$ cat src/rtl/bnn_pkg.sv
`default_nettype none
// ============================================================================
//  Module      : bnn_pkg
//  Description : Shared definitions for the BNN inference datapath.
//                Holds the layer-state encodings, the default beat counts
//                per layer, the default drain gap and the layer-order helper.
//  Revision    : 1.0  initial release
// ============================================================================
package bnn_pkg;

    // Layer-state code shared with the weight address controller and the
    // feature-memory controllers.
    typedef logic [2:0] layer_t;

    localparam layer_t c_layer_idle  = 3'b000;
    localparam layer_t c_layer_read  = 3'b001;
    localparam layer_t c_layer_conv1 = 3'b010;
    localparam layer_t c_layer_conv2 = 3'b011;
    localparam layer_t c_layer_conv3 = 3'b100;
    localparam layer_t c_layer_fcl1  = 3'b101;
    localparam layer_t c_layer_fcl2  = 3'b110;

    // Phase flag inside a layer: first issue beats, then drain.
    localparam logic c_ph_issue = 1'b0;
    localparam logic c_ph_drain = 1'b1;

    // Counter width used for beat and drain counting.
    localparam int c_cnt_w = 12;

    // Default beat counts per layer.
    localparam logic [11:0] c_read_beats  = 12'd1008;
    localparam logic [11:0] c_conv1_beats = 12'd1008;  // 9 taps x 112
    localparam logic [11:0] c_conv2_beats = 12'd1008;
    localparam logic [11:0] c_conv3_beats = 12'd1008;
    localparam logic [11:0] c_fcl1_beats  = 12'd672;
    localparam logic [11:0] c_fcl2_beats  = 12'd12;

    // Default drain gap after the last beat of every layer (must be >= 1).
    localparam int c_drain_cyc = 4;

    // Fixed layer order; FCL2 wraps back to IDLE.
    function automatic layer_t next_layer(input layer_t cur);
        layer_t nxt;
        case (cur)
            c_layer_read:  nxt = c_layer_conv1;
            c_layer_conv1: nxt = c_layer_conv2;
            c_layer_conv2: nxt = c_layer_conv3;
            c_layer_conv3: nxt = c_layer_fcl1;
            c_layer_fcl1:  nxt = c_layer_fcl2;
            default:       nxt = c_layer_idle;
        endcase
        return nxt;
    endfunction

endpackage
`default_nettype wire

$ cat src/rtl/bnn_layer_sequencer_if.sv
`default_nettype none
// ============================================================================
//  Module      : bnn_layer_sequencer_if
//  Description : Control/status bundle of the BNN layer sequencer.
//                The iABORT wire exists only when BNN_SEQ_ABORT_EN is
//                defined.
//  Revision    : 1.0  initial release
// ============================================================================
interface bnn_layer_sequencer_if;
    import bnn_pkg::*;

    logic          iSTART;
    logic          iSTALL;
`ifdef BNN_SEQ_ABORT_EN
    logic          iABORT;
`endif
    layer_t        oSTATE;
    logic          oREAD_EN;
    logic [11:0]   oBEAT;
    logic          oLAYER_DONE;
    logic          oDONE;
    logic          oBUSY;

`ifdef BNN_SEQ_ABORT_EN
    modport master (
        output iSTART, iSTALL, iABORT,
        input  oSTATE, oREAD_EN, oBEAT, oLAYER_DONE, oDONE, oBUSY
    );
    modport slave (
        input  iSTART, iSTALL, iABORT,
        output oSTATE, oREAD_EN, oBEAT, oLAYER_DONE, oDONE, oBUSY
    );
`else
    modport master (
        output iSTART, iSTALL,
        input  oSTATE, oREAD_EN, oBEAT, oLAYER_DONE, oDONE, oBUSY
    );
    modport slave (
        input  iSTART, iSTALL,
        output oSTATE, oREAD_EN, oBEAT, oLAYER_DONE, oDONE, oBUSY
    );
`endif

endinterface
`default_nettype wire

$ cat src/rtl/bnn_beat_counter.sv
`default_nettype none
// ============================================================================
//  Module      : bnn_beat_counter
//  Description : Enable-gated up-counter with synchronous clear. The
//                terminal flag fires on the enabled cycle that holds
//                max_val-1; the counter wraps to zero on that cycle.
//  Revision    : 1.0  initial release
// ============================================================================
module bnn_beat_counter #(
    parameter int WIDTH = 12
) (
    input  logic             clk,
    input  logic             rst,
    input  logic             clr,
    input  logic             en,
    input  logic [WIDTH-1:0] max_val,
    output logic [WIDTH-1:0] cnt,
    output logic             term
);

    logic [WIDTH-1:0] r_cnt;

    assign term = en && (r_cnt == (max_val - WIDTH'(1)));
    assign cnt  = r_cnt;

    // Count enabled cycles; wrap to zero on the terminal cycle or on clear.
    always_ff @(posedge clk or posedge rst) begin
        if (rst) begin
            r_cnt <= '0;
        end else if (clr || term) begin
            r_cnt <= '0;
        end else if (en) begin
            r_cnt <= r_cnt + WIDTH'(1);
        end
    end

endmodule
`default_nettype wire

$ cat src/rtl/bnn_layer_sequencer.sv
`default_nettype none
// ============================================================================
//  Module      : bnn_layer_sequencer
//  Description : Walks IDLE -> READ -> CONV1 -> CONV2 -> CONV3 -> FCL1 ->
//                FCL2 -> IDLE. Each layer issues exactly BEATS read-enable
//                beats (gated by stall), then holds a DRAIN_CYC gap.
//                Optional feature macro: BNN_SEQ_ABORT_EN (adds iABORT).
//  Revision    : 1.0  initial release
// ============================================================================
module bnn_layer_sequencer
    import bnn_pkg::*;
#(
    parameter logic [11:0] READ_BEATS  = c_read_beats,
    parameter logic [11:0] CONV1_BEATS = c_conv1_beats,
    parameter logic [11:0] CONV2_BEATS = c_conv2_beats,
    parameter logic [11:0] CONV3_BEATS = c_conv3_beats,
    parameter logic [11:0] FCL1_BEATS  = c_fcl1_beats,
    parameter logic [11:0] FCL2_BEATS  = c_fcl2_beats,
    parameter int          DRAIN_CYC   = c_drain_cyc
) (
    input  logic                   iCLK,
    input  logic                   iRST,
    bnn_layer_sequencer_if.slave   bus
);

    localparam logic [11:0] c_drain_max = 12'(DRAIN_CYC);

    layer_t       r_layer;
    layer_t       w_next_layer;
    logic         r_phase;
    logic         w_next_phase;
    logic [11:0]  w_beat_max;
    logic [11:0]  w_beat_cnt;
    logic [11:0]  w_drain_cnt;
    logic         w_beat_term;
    logic         w_drain_term;
    logic         w_in_issue;
    logic         w_in_drain;
    logic         w_read_en;
    logic         w_abort;
    logic         w_layer_done;

`ifdef BNN_SEQ_ABORT_EN
    assign w_abort = bus.iABORT && (r_layer != c_layer_idle);
`else
    assign w_abort = 1'b0;
`endif

    assign w_in_issue   = (r_layer != c_layer_idle) && (r_phase == c_ph_issue);
    assign w_in_drain   = (r_layer != c_layer_idle) && (r_phase == c_ph_drain);
    // Only the stall input reaches the read enable combinationally.
    assign w_read_en    = w_in_issue && !bus.iSTALL;
    // An abort suppresses the end-of-layer pulse even on the last drain cycle.
    assign w_layer_done = w_drain_term && !w_abort;

    // Select the beat budget of the layer currently being walked.
    always_comb begin
        w_beat_max = READ_BEATS;
        case (r_layer)
            c_layer_read:  w_beat_max = READ_BEATS;
            c_layer_conv1: w_beat_max = CONV1_BEATS;
            c_layer_conv2: w_beat_max = CONV2_BEATS;
            c_layer_conv3: w_beat_max = CONV3_BEATS;
            c_layer_fcl1:  w_beat_max = FCL1_BEATS;
            c_layer_fcl2:  w_beat_max = FCL2_BEATS;
            default:       w_beat_max = READ_BEATS;
        endcase
    end

    bnn_beat_counter #(
        .WIDTH   (c_cnt_w)
    ) u_beat_cnt (
        .clk     (iCLK),
        .rst     (iRST),
        .clr     (w_abort),
        .en      (w_read_en),
        .max_val (w_beat_max),
        .cnt     (w_beat_cnt),
        .term    (w_beat_term)
    );

    bnn_beat_counter #(
        .WIDTH   (c_cnt_w)
    ) u_drain_cnt (
        .clk     (iCLK),
        .rst     (iRST),
        .clr     (w_abort),
        .en      (w_in_drain),
        .max_val (c_drain_max),
        .cnt     (w_drain_cnt),
        .term    (w_drain_term)
    );

    // Layer/phase state register.
    always_ff @(posedge iCLK or posedge iRST) begin
        if (iRST) begin
            r_layer <= c_layer_idle;
            r_phase <= c_ph_issue;
        end else begin
            r_layer <= w_next_layer;
            r_phase <= w_next_phase;
        end
    end

    // Next layer/phase: abort first, then start, beat exhaustion, drain end.
    always_comb begin
        w_next_layer = r_layer;
        w_next_phase = r_phase;
        if (w_abort) begin
            w_next_layer = c_layer_idle;
            w_next_phase = c_ph_issue;
        end else if (r_layer == c_layer_idle) begin
            w_next_phase = c_ph_issue;
            if (bus.iSTART) begin
                w_next_layer = c_layer_read;
            end
        end else if (r_phase == c_ph_issue) begin
            if (w_beat_term) begin
                w_next_phase = c_ph_drain;
            end
        end else begin
            if (w_drain_term) begin
                w_next_layer = next_layer(r_layer);
                w_next_phase = c_ph_issue;
            end
        end
    end

    // Status outputs derived from the registered state and counters.
    always_comb begin
        bus.oSTATE      = r_layer;
        bus.oREAD_EN    = w_read_en;
        bus.oBEAT       = w_beat_cnt;
        bus.oLAYER_DONE = w_layer_done;
        bus.oDONE       = w_layer_done && (r_layer == c_layer_fcl2);
        bus.oBUSY       = (r_layer != c_layer_idle);
    end

endmodule
`default_nettype wire
$ cat src/flat_wrapper.sv
// flat-port wrapper written by rule: the top's interface ports become plain ports
module bnn_layer_sequencer_flat import bnn_pkg::*;
#(
    parameter logic [11:0] READ_BEATS  = c_read_beats,
    parameter logic [11:0] CONV1_BEATS = c_conv1_beats,
    parameter logic [11:0] CONV2_BEATS = c_conv2_beats,
    parameter logic [11:0] CONV3_BEATS = c_conv3_beats,
    parameter logic [11:0] FCL1_BEATS  = c_fcl1_beats,
    parameter logic [11:0] FCL2_BEATS  = c_fcl2_beats,
    parameter int          DRAIN_CYC   = c_drain_cyc
)
  (iCLK, iRST, bus_iSTART, bus_iSTALL, bus_oSTATE, bus_oREAD_EN, bus_oBEAT, bus_oLAYER_DONE, bus_oDONE, bus_oBUSY);
  bnn_layer_sequencer_if bus_i ();
  input  logic iCLK;
  input  logic iRST;
  input wire logic [$bits(bus_i.iSTART)-1:0] bus_iSTART;
  input wire logic [$bits(bus_i.iSTALL)-1:0] bus_iSTALL;
  output wire logic [$bits(bus_i.oSTATE)-1:0] bus_oSTATE;
  output wire logic [$bits(bus_i.oREAD_EN)-1:0] bus_oREAD_EN;
  output wire logic [$bits(bus_i.oBEAT)-1:0] bus_oBEAT;
  output wire logic [$bits(bus_i.oLAYER_DONE)-1:0] bus_oLAYER_DONE;
  output wire logic [$bits(bus_i.oDONE)-1:0] bus_oDONE;
  output wire logic [$bits(bus_i.oBUSY)-1:0] bus_oBUSY;
  assign bus_i.iSTART = bus_iSTART;
  assign bus_i.iSTALL = bus_iSTALL;
  assign bus_oSTATE = bus_i.oSTATE;
  assign bus_oREAD_EN = bus_i.oREAD_EN;
  assign bus_oBEAT = bus_i.oBEAT;
  assign bus_oLAYER_DONE = bus_i.oLAYER_DONE;
  assign bus_oDONE = bus_i.oDONE;
  assign bus_oBUSY = bus_i.oBUSY;
  bnn_layer_sequencer #(.READ_BEATS(READ_BEATS), .CONV1_BEATS(CONV1_BEATS), .CONV2_BEATS(CONV2_BEATS), .CONV3_BEATS(CONV3_BEATS), .FCL1_BEATS(FCL1_BEATS), .FCL2_BEATS(FCL2_BEATS), .DRAIN_CYC(DRAIN_CYC)) u_core (.iCLK(iCLK), .iRST(iRST), .bus(bus_i));
endmodule
$ cat config.mk
export PLATFORM = sky130hd
export DESIGN_NAME = bnn_layer_sequencer_flat
export DESIGN_NICKNAME = d
export VERILOG_FILES = /design/src/rtl/bnn_pkg.sv /design/src/rtl/bnn_layer_sequencer_if.sv /design/src/rtl/bnn_beat_counter.sv /design/src/rtl/bnn_layer_sequencer.sv /design/src/flat_wrapper.sv
export SDC_FILE = /design/constraint.sdc
export NUM_CORES = 1
export LEC_CHECK = 0
export CORE_ASPECT_RATIO = 1.1
export CORE_MARGIN = 2
export CORE_UTILIZATION = 45
export CTS_BUF_LIST = sky130_fd_sc_hd__clkbuf_8
export DETAILED_ROUTE_END_ITERATION = 8
export GPL_ROUTABILITY_DRIVEN = 0
export PLACE_DENSITY = 0.68
export SLEW_MARGIN = 30
export SYNTH_ARGS = -nofsm -noshare
export SYNTH_HDL_FRONTEND = slang
export SYNTH_SLANG_ARGS = --single-unit
$ cat constraint.sdc
create_clock -name iCLK -period 3.1 [get_ports iCLK]
set_clock_uncertainty 0.2 [all_clocks]
set_input_delay 0.31 -clock iCLK [delete_from_list [all_inputs] [get_ports iCLK]]
set_output_delay 0.31 -clock iCLK [all_outputs]
set_load 0.02 [all_outputs]
## Yosys cells after proc, flatten, opt, wreduce, memory -nomap -nowiden

Index checks and enable logic that the tools add are counted.

| word-level totals | value |
|---|---|
| bits in registers | 28 |
| output and inout port bits | 19 |
| logic and storage cells | 45 |

| cells by class | value |
|---|---|
| add/subtract/negate cells | 3 |
| equal/unequal tests | 9 |
| multiplexer cells | 14 |
| bitwise operators | 1 |
| reduce and logical (&&, ||, !) cells | 14 |

Operators with widths:

| operator | number |
|---|---|
| 12-bit two-way mux | 4 |
| 12-bit by 1-bit adder with 12-bit output, second input constant | 2 |
| 10-bit case mux with 2 select lines | 1 |
| 3-bit case mux with 5 select lines | 1 |
| 12-bit equality test | 1 |
| 12-bit by 2-bit equality test with 1-bit output, second input constant | 1 |
| 3-bit two-way mux | 4 |
| 12-bit by 1-bit subtractor with 12-bit output, second input constant | 1 |
| 3-bit equality test, second input constant | 3 |
| 2-bit nonzero test | 4 |
| 3-bit by 2-bit equality test with 1-bit output, second input constant | 2 |
| 1-bit logical AND | 6 |
| 1-bit two-way mux | 4 |
| 3-bit by 1-bit equality test with 1-bit output, second input constant | 1 |
| 3-bit logical NOT | 1 |
| 3-bit AND reduction | 1 |
| 3-bit nonzero test | 1 |
| 2-bit != test, second input constant | 1 |
| 1-bit logical NOT | 1 |
| 1-bit inverter | 1 |

## Longest topological paths before layout

| logic depth | value |
|---|---|
| word-level depth | 8 |
| mapped depth | 10 |
| depth with buffers taken out | 8 |

## By module

Synthesis repeated with hierarchy kept, for this count alone.

| second synthesis, totals | value |
|---|---|
| cell total of the unflattened synthesis | 273 |
| area, all modules | 2454.9 um2 |

By module, submodules not included:

| module | times used | cells an instance | area an instance (um2) | sequential area each (um2) |
|---|---|---|---|---|
| bnn_beat_counter | 2 | 119 | 1092.3 | 300.3 |
| bnn_layer_sequencer | 1 | 35 | 270.3 | 100.1 |

## Worst setup path before layout

OpenSTA, ideal clock, no wires.

| path | value |
|---|---|
| kind | register to register |
| from | register u_core.r_layer[1] (netlist: u_core.bus.oSTATE[1]) |
| to | register u_core.r_phase |
| library setup time | 0.121 ns |
| arrival | 2.133 ns |
| data required time | 2.779 ns |
| slack | 0.646 ns |
| cell stages (with the launch flop) | 10 |
| path buffers | 2 |
| period minus slack after synthesis | 2.454 ns |
| path through | dfrtp_1 buf_2 nand2b_1 or2_2 ha_1 and4bb_1 xnor2_1 nor3_2 buf_6 a22o_1 |

| on the way | value |
|---|---|
| longest elaborated chain between the ends | 8 |
| elaborated cells on any way between the ends | 16 |
| those cells by class | add/sub (1); eq/ne (3); mux (5); reduce/logical (7) |

RTL lines:

| what | line | source |
|---|---|---|
| start: declaration | bnn_layer_sequencer.sv:28 | `layer_t r_layer;` |
| start signal: assignment | bnn_layer_sequencer.sv:97 | `r_layer <= c_layer_idle;` |
| start signal: assignment | bnn_layer_sequencer.sv:100 | `r_layer <= w_next_layer;` |
| 3-bit equality test | bnn_layer_sequencer.sv:59 | `case (r_layer)` |
| 10-bit case mux with 2 select lines | bnn_layer_sequencer.sv:59 |  |
| 12-bit by 1-bit subtractor with 12-bit output | bnn_beat_counter.sv:23 | `assign term = en && (r_cnt == (max_val - WIDTH'(1)));` |
| 12-bit equality test | bnn_beat_counter.sv:23 |  |
| 1-bit logical AND | bnn_beat_counter.sv:23 |  |
| 1-bit two-way mux | bnn_layer_sequencer.sv:118 | `if (w_beat_term) begin` |
| 1-bit two-way mux | bnn_layer_sequencer.sv:117 | `end else if (r_phase == c_ph_issue) begin` |
| 1-bit two-way mux (*) | bnn_layer_sequencer.sv:112 | `end else if (r_layer == c_layer_idle) begin` |
| via u_core.w_next_phase | bnn_layer_sequencer.sv:31 | `logic w_next_phase;` |
| end signal: assignment | bnn_layer_sequencer.sv:98 | `r_phase <= c_ph_issue;` |
| end signal: assignment | bnn_layer_sequencer.sv:101 | `r_phase <= w_next_phase;` |
| end: declaration | bnn_layer_sequencer.sv:30 | `logic r_phase;` |

Mark *: on every way through the listed nets, which the timed path passes. The rest lies on a longest branch.
A chain may end at the register's enable or synchronous reset.

## Worst setup path after layout

| path | value |
|---|---|
| from | register u_core.u_drain_cnt.r_cnt[0] (netlist: u_core.u_drain_cnt.cnt[0]) |
| to | output bus_oDONE |

| on the way | value |
|---|---|
| longest elaborated chain between the ends | 3 |

RTL lines:

| what | line | source |
|---|---|---|
| start: declaration | bnn_beat_counter.sv:21 | `logic [WIDTH-1:0] r_cnt;` |
| start signal: assignment | bnn_beat_counter.sv:33 | `r_cnt <= r_cnt + WIDTH'(1);` |
| 12-bit by 2-bit equality test with 1-bit output | bnn_beat_counter.sv:23 |  |
| 1-bit logical AND | bnn_beat_counter.sv:23 |  |
| 1-bit logical AND | bnn_layer_sequencer.sv:135 | `bus.oDONE = w_layer_done && (r_layer == c_layer_fcl2);` |
| end: declaration | flat_wrapper.sv:22 | `output wire logic [$bits(bus_i.oDONE)-1:0] bus_oDONE;` |

No other way between the ends.

==> out/results.ini <==
[outcome]
status=finished, final reports clean

[worst_setup_path]
required_ns=2.59
cp_common_cell=nor2_1
cp-end-kind=primary output
slowest_stage=clkdlybuf4s50_1
crit_chain=ha_1, o311ai_4, nor2_1, nand2_1, nor2_1, clkdlybuf4s50_1
cp.arrival_ns=2.32
slowest_delay_ns=0.61
cp_max_fo=5
critPathKind=register to primary output
cp-start-kind=register

[synthesis]
synth_edf_count=0
synth_flop_cell=dfrtp_1
ys_seq_elements=28
synth_cell_types=50
ys_seq_area_share_pct=42.0
synthesis.area_sq_mm=0.00167
yosys_warnings=0
synth_fp_nets=178
synth_cells=168
async_flop_share_pct=100
syn_area_per_cell_sq_um=9.92

[power_and_ir_drop]
internal-power_w=0.000664
vdd_drop_max_v=0.000173
power_frac_clock_pct=31.1
pwr-share-seq_pct=47.7
power.switching_w=0.000270
powerDensity_mw_per_mm2=467
combPwrFrac_pct=21.1
power.share.switching_pct=28.9
p_leak_nw=0.849

[route]
routed_wirelength_um=3630
dr.first_iter.drc_count=81
viasPerCell=5.74
ant_nets=0
dr_total_vias=1377
first_pass_iters=4
drc=0
route.detailed.wl_per_inst_um=15.1

[grt]
grt_pass1_wl_um=6280
grt.total_usage_pct=20.0
grt_max_degree=29
overflow=0
antenna_found_initial=0
grt_pass1_vias=1368

[placed_design]
dp_hpwl_um=2630
dpl.cell_count=236
io_buffers=22

[timing]
setup_viol=0
max_freq_ghz=0.354
slew_headroom_pct=67.9
tightestPinTransition_ns=0.481
tns_ns=0
grt_setup_unrepaired=false
hold_viol=0
hold_slack_ns=0.183
slew_viol_final=0
period_share_pct=91.2
min_period_ns=2.83

[final_layout]
layout_common_cells=28 x dfrtp_1, 22 x clkdlybuf4s50_1, 12 x xnor2_1
final_util_pct=55.6
fill_cells=325
area_growth_pct=20.0
drive_gt1_share_pct=8.95
diodes=0
fin_nets=201
mostFrequentLayoutCell=dfrtp_1
layoutNonFillerInstCount=240

[clock_tree]
cts_resized=0
cts_hold_buf=0
clk_pin_slew_ns=0.10
htreeDepth=1
clockRootBuffer=clkbuf_8
cts_sinks=28
post_cts_buffers=0
clk_latency_ns=0.28
cts_made_buffers=3
cts_tree=yes
ctsLongestPathBuffers=2

[floorplan]
die_y_um=67.8
io_pins=23
core_area_sq_mm=0.00360
die_area_sq_mm=0.00421
rows=23
die_x_um=62.0
initial_core_util_pct=46.3

[min_path]
holdCritPathClass=primary input to asynchronous set/reset pin

[run]
drv.max_cap_violation_count=0

## flip-flops by register name, summed over array words and instances, names as in the netlist
register and count:
u_core.u_beat_cnt.cnt 12, u_core.r_phase 1, u_core.u_drain_cnt.cnt 12, u_core.bus.oSTATE 3
## per-layer routing
metal | routed length, um | vias to the layer above | track usage, %
met2 | 1930 | 37 | 35.5
met1 | 1540 | 674 | 24.7
met5 | 0 | - | 0
met3 | 127 | 4 | 2.27
met4 | 36 | 0 | 6.38
li1 | - | 662 | -
## cell type report
cell class	instances	area (sq um)	area share (%)
Sequential cell	28	701	35.0
Inverter	7	26.3	1.31
Multi-Input combinational cell	126	897	44.8
Timing Repair Buffer	25	243	12.1
Clock buffer	3	41.3	2.06
Clock inverter	1	30.0	1.50
Tap cell	50	62.6	3.13
## worst paths after layout
| check | cells after the start | slack (ns) | startpoint | endpoint |
|---|---|---|---|---|
| max in group asynchronous | 3 | 2.25 | iRST | u_core.u_beat_cnt.cnt[3] |
| max | 6 | 0.27 | u_core.u_drain_cnt.cnt[0] | bus_oDONE |
| min in group iCLK | 1 | 0.28 | u_core.u_drain_cnt.cnt[11] | u_core.u_drain_cnt.cnt[11] |
| max reg2reg | 8 | 0.46 | u_core.bus.oSTATE[1] | u_core.u_beat_cnt.cnt[2] |
| min reg2reg | 1 | 0.28 | u_core.u_drain_cnt.cnt[11] | u_core.u_drain_cnt.cnt[11] |
| min | 3 | 0.18 | iRST | u_core.u_drain_cnt.cnt[11] |
## cell usage after synthesis (2+ instances only)
| master | n | area share [%] |
|---|---|---|
| or2_2 | 2 | 0.75 |
| and3_1 | 5 | 1.9 |
| a21oi_1 | 6 | 1.8 |
| nor3_1 | 5 | 1.5 |
| nand4_1 | 6 | 2.3 |
| a31oi_1 | 2 | 0.75 |
| nand2b_1 | 2 | 0.75 |
| buf_2 | 4 | 1.2 |
| nand2_1 | 11 | 2.5 |
| a21oi_2 | 2 | 1.1 |
| xor2_1 | 6 | 3.2 |
| nor2_1 | 6 | 1.4 |
| nand3b_1 | 2 | 0.90 |
| inv_1 | 6 | 1.4 |
| xnor2_1 | 12 | 6.3 |
| o31ai_1 | 2 | 0.90 |
| nor4_1 | 4 | 1.5 |
| dfrtp_1 | 28 | 42 |
| and4_1 | 3 | 1.6 |
| o21ai_0 | 8 | 2.4 |
| or3_1 | 3 | 1.1 |
| nand3_1 | 10 | 3.0 |
| ha_1 | 6 | 4.5 |
## critical path: cells and delay by family (launching register included)
| kind | cells | cell delay, ns |
|---|---|---|
| buffers and inverters | 1 | 0.61 |
| adder cells (fa/ha/maj) | 1 | 0.28 |
| AND/OR/NAND/NOR | 3 | 0.56 |
| AO/OA/AOI/OAI | 1 | 0.16 |
| flip-flops | 1 | 0.42 |
## per-stage QoR
stage | area, sq um | total power (W) | setup slack, ns
after global placement | 1930 | 0.000649 | 0.504
after global routing | 2000 | 0.000986 | 0.125
final | 2000 | 0.000934 | 0.273
after CTS | 2000 | 0.000944 | 0.270
after floorplan | 1670 | 0.000564 | 0.646
after detailed placement | 1930 | 0.000652 | 0.475
## power groups by stage
stage | combinational, W | sequential, W | clock, W
4_1_cts | 0.000200 | 0.000446 | 0.000298
5_1_grt | 0.000219 | 0.000451 | 0.000316
2_1_floorplan | 0.000101 | 0.000463 | 0
6_report | 0.000198 | 0.000446 | 0.000291
3_5_place_dp | 0.000199 | 0.000454 | 0
3_3_place_gp | 0.000197 | 0.000451 | 0
## cells by family (layout without fill, tap and decap cells)
family	after synthesis	in the layout	synth area share, %
AOI/OAI and AO/OA	31	31	13.4
and+or+nand+nor	70	70	25.9
DFF	28	28	42.0
muxes	1	1	0.601
adders and majority gates	6	6	4.50
buffers and inverters	14	36	4.13
xor gates and xnor gates	18	18	9.46
Note: power is estimated with default switching activity, not from simulation.
==> RTL change (config.mk and constraints unchanged) <==
Reset style: synchronous (`iRST` and `rst`), changed in 2 clocked blocks.
--- a/src/rtl/bnn_beat_counter.sv
+++ b/src/rtl/bnn_beat_counter.sv
@@ -24,7 +24,7 @@
     assign cnt  = r_cnt;
 
     // Count enabled cycles; wrap to zero on the terminal cycle or on clear.
-    always_ff @(posedge clk or posedge rst) begin
+    always_ff @(posedge clk) begin
         if (rst) begin
             r_cnt <= '0;
         end else if (clr || term) begin
--- a/src/rtl/bnn_layer_sequencer.sv
+++ b/src/rtl/bnn_layer_sequencer.sv
@@ -92,7 +92,7 @@
     );
 
     // Layer/phase state register.
-    always_ff @(posedge iCLK or posedge iRST) begin
+    always_ff @(posedge iCLK) begin
         if (iRST) begin
             r_layer <= c_layer_idle;
             r_phase <= c_ph_issue;
Function: differs if iRST is asserted again (counterexample within 4 cycles, from zero or initial values and one cycle with iRST high); with iRST held inactive, the same outputs for 10 cycles.
==> RTL change against the original RTL <==
Sequential cell count unchanged. Cell area decreased by 9.3%. Critical path depth decreased by 1. Fmax increased by 0.75%. Routed wire length decreased by 8.6%. Count of clock-buffer cells in the layout unchanged. Global-route usage decreased by 1.2 points. Setup slack improved by 0.021 ns. Non-clock buffer count unchanged. Synthesized area decreased by 7.9%. Highest routed layer unchanged.
Power is not compared: it rests on default switching activity, and its combinational part moved more than twofold at a synthesized area within 25%.
==> RTL change: results (changes against the original RTL) <==
metric	value	unit	change
post_cts_resized	0		unchanged
synth_nets	188		was 178
vias	1323		was 1,377
setup_ws	0.294	ns	was 0.273 ns
worst_pin_slew	0.399	ns	was 0.481 ns
drt_first_pass_iters	3		was 4
fin_nets	210		was 201
wl_per_cell	14.1	um	was 15.1 um
hold_path.class	reg2reg		was in2async
muxShareOfSynthArea	0.652	%	was 0.601%
dp_hpwl	2.48	mm	was 2.63 mm
synth_cell_types	37		was 50
synthCells	179		was 168
holdWs	0.292	ns	was 0.183 ns
drtIter0Drc	44		was 81
synthTopCellsByArea	dfxtp_1 37%, xor2_1 6.3%, nor2_1 5.4%		was dfrtp_1 42%, xnor2_1 6.3%, ha_1 4.5%
synth_compound_area_share	10.3	%	was 13.4%
p_int	0.000472	W	
status	complete, no violations		unchanged
r2r-end	u_core.u_beat_cnt.cnt[3]$_SDFFE_PP0P_		was u_core.u_beat_cnt.cnt[2]$_DFFE_PP0P_
met3_usage	2.76	%	was 2.27%
grt_max_degree	15		was 29
yosys-top-cells-count	28 x dfxtp_1, 22 x nor2_1, 15 x nand2_1		was 28 x dfrtp_1, 12 x xnor2_1, 11 x nand2_1
routed_via_density	5.63		was 5.74
synth_xor_area_share	10.8	%	was 9.46%
met1_usage	22.1	%	was 24.7%
synth-adder-area-share	4.07	%	was 4.50%
wl_met3	63	um	was 127 um
grt_pass1_wl	5.76	mm	was 6.28 mm
wl_met2	1.74	mm	was 1.93 mm
ys_warn_count	0		unchanged
p_comb	0.0000523	W	
seq_area_frac_synth	36.5	%	was 42.0%
worstPathMaxFanout	3		was 5
rr_startpoint	u_core.bus.oSTATE[0]$_SDFFE_PP0P_		was u_core.bus.oSTATE[1]$_DFFE_PP0P_
layout-drive-gt1-share	6.03	%	was 8.95%
drt-met1-wl	1.50	mm	was 1.54 mm
async_flop_share	0	%	was 100%
pre_cts_ws	0.569	ns	was 0.475 ns
==> RTL change: changes by cell type in the layout (fill, tap and decap cells not counted), moves of 3 or more <==
cell / unedited run / this run
dfrtp_1: 28 / 0
dfxtp_1: 0 / 28
nor2_1: 6 / 22
xor2_1: 6 / 11
a21oi_1: 6 / 10
nand2_1: 11 / 15
xnor2_1: 12 / 8
or3_1: 3 / 6
or4_1: 0 / 3
==> RTL change: critical path: stages, from the launching register on <==
cell	delay, ns
dfxtp_1	0.38
ha_1	0.18
or4b_1	0.42
nor4_1	0.26
and2_1	0.19
clkdlybuf4s50_1	0.60
==> RTL change: area by class of cell <==
| type | instances | area, um^2 |
|---|---|---|
| well taps | 36 | 45.0 |
| inverters | 7 | 26.3 |
| fillers | 323 | 1490 |
| clock buffers | 3 | 41.3 |
| repair buffers | 25 | 243 |
| flip-flops and latches | 28 | 561 |
| multi-input cells | 136 | 900 |
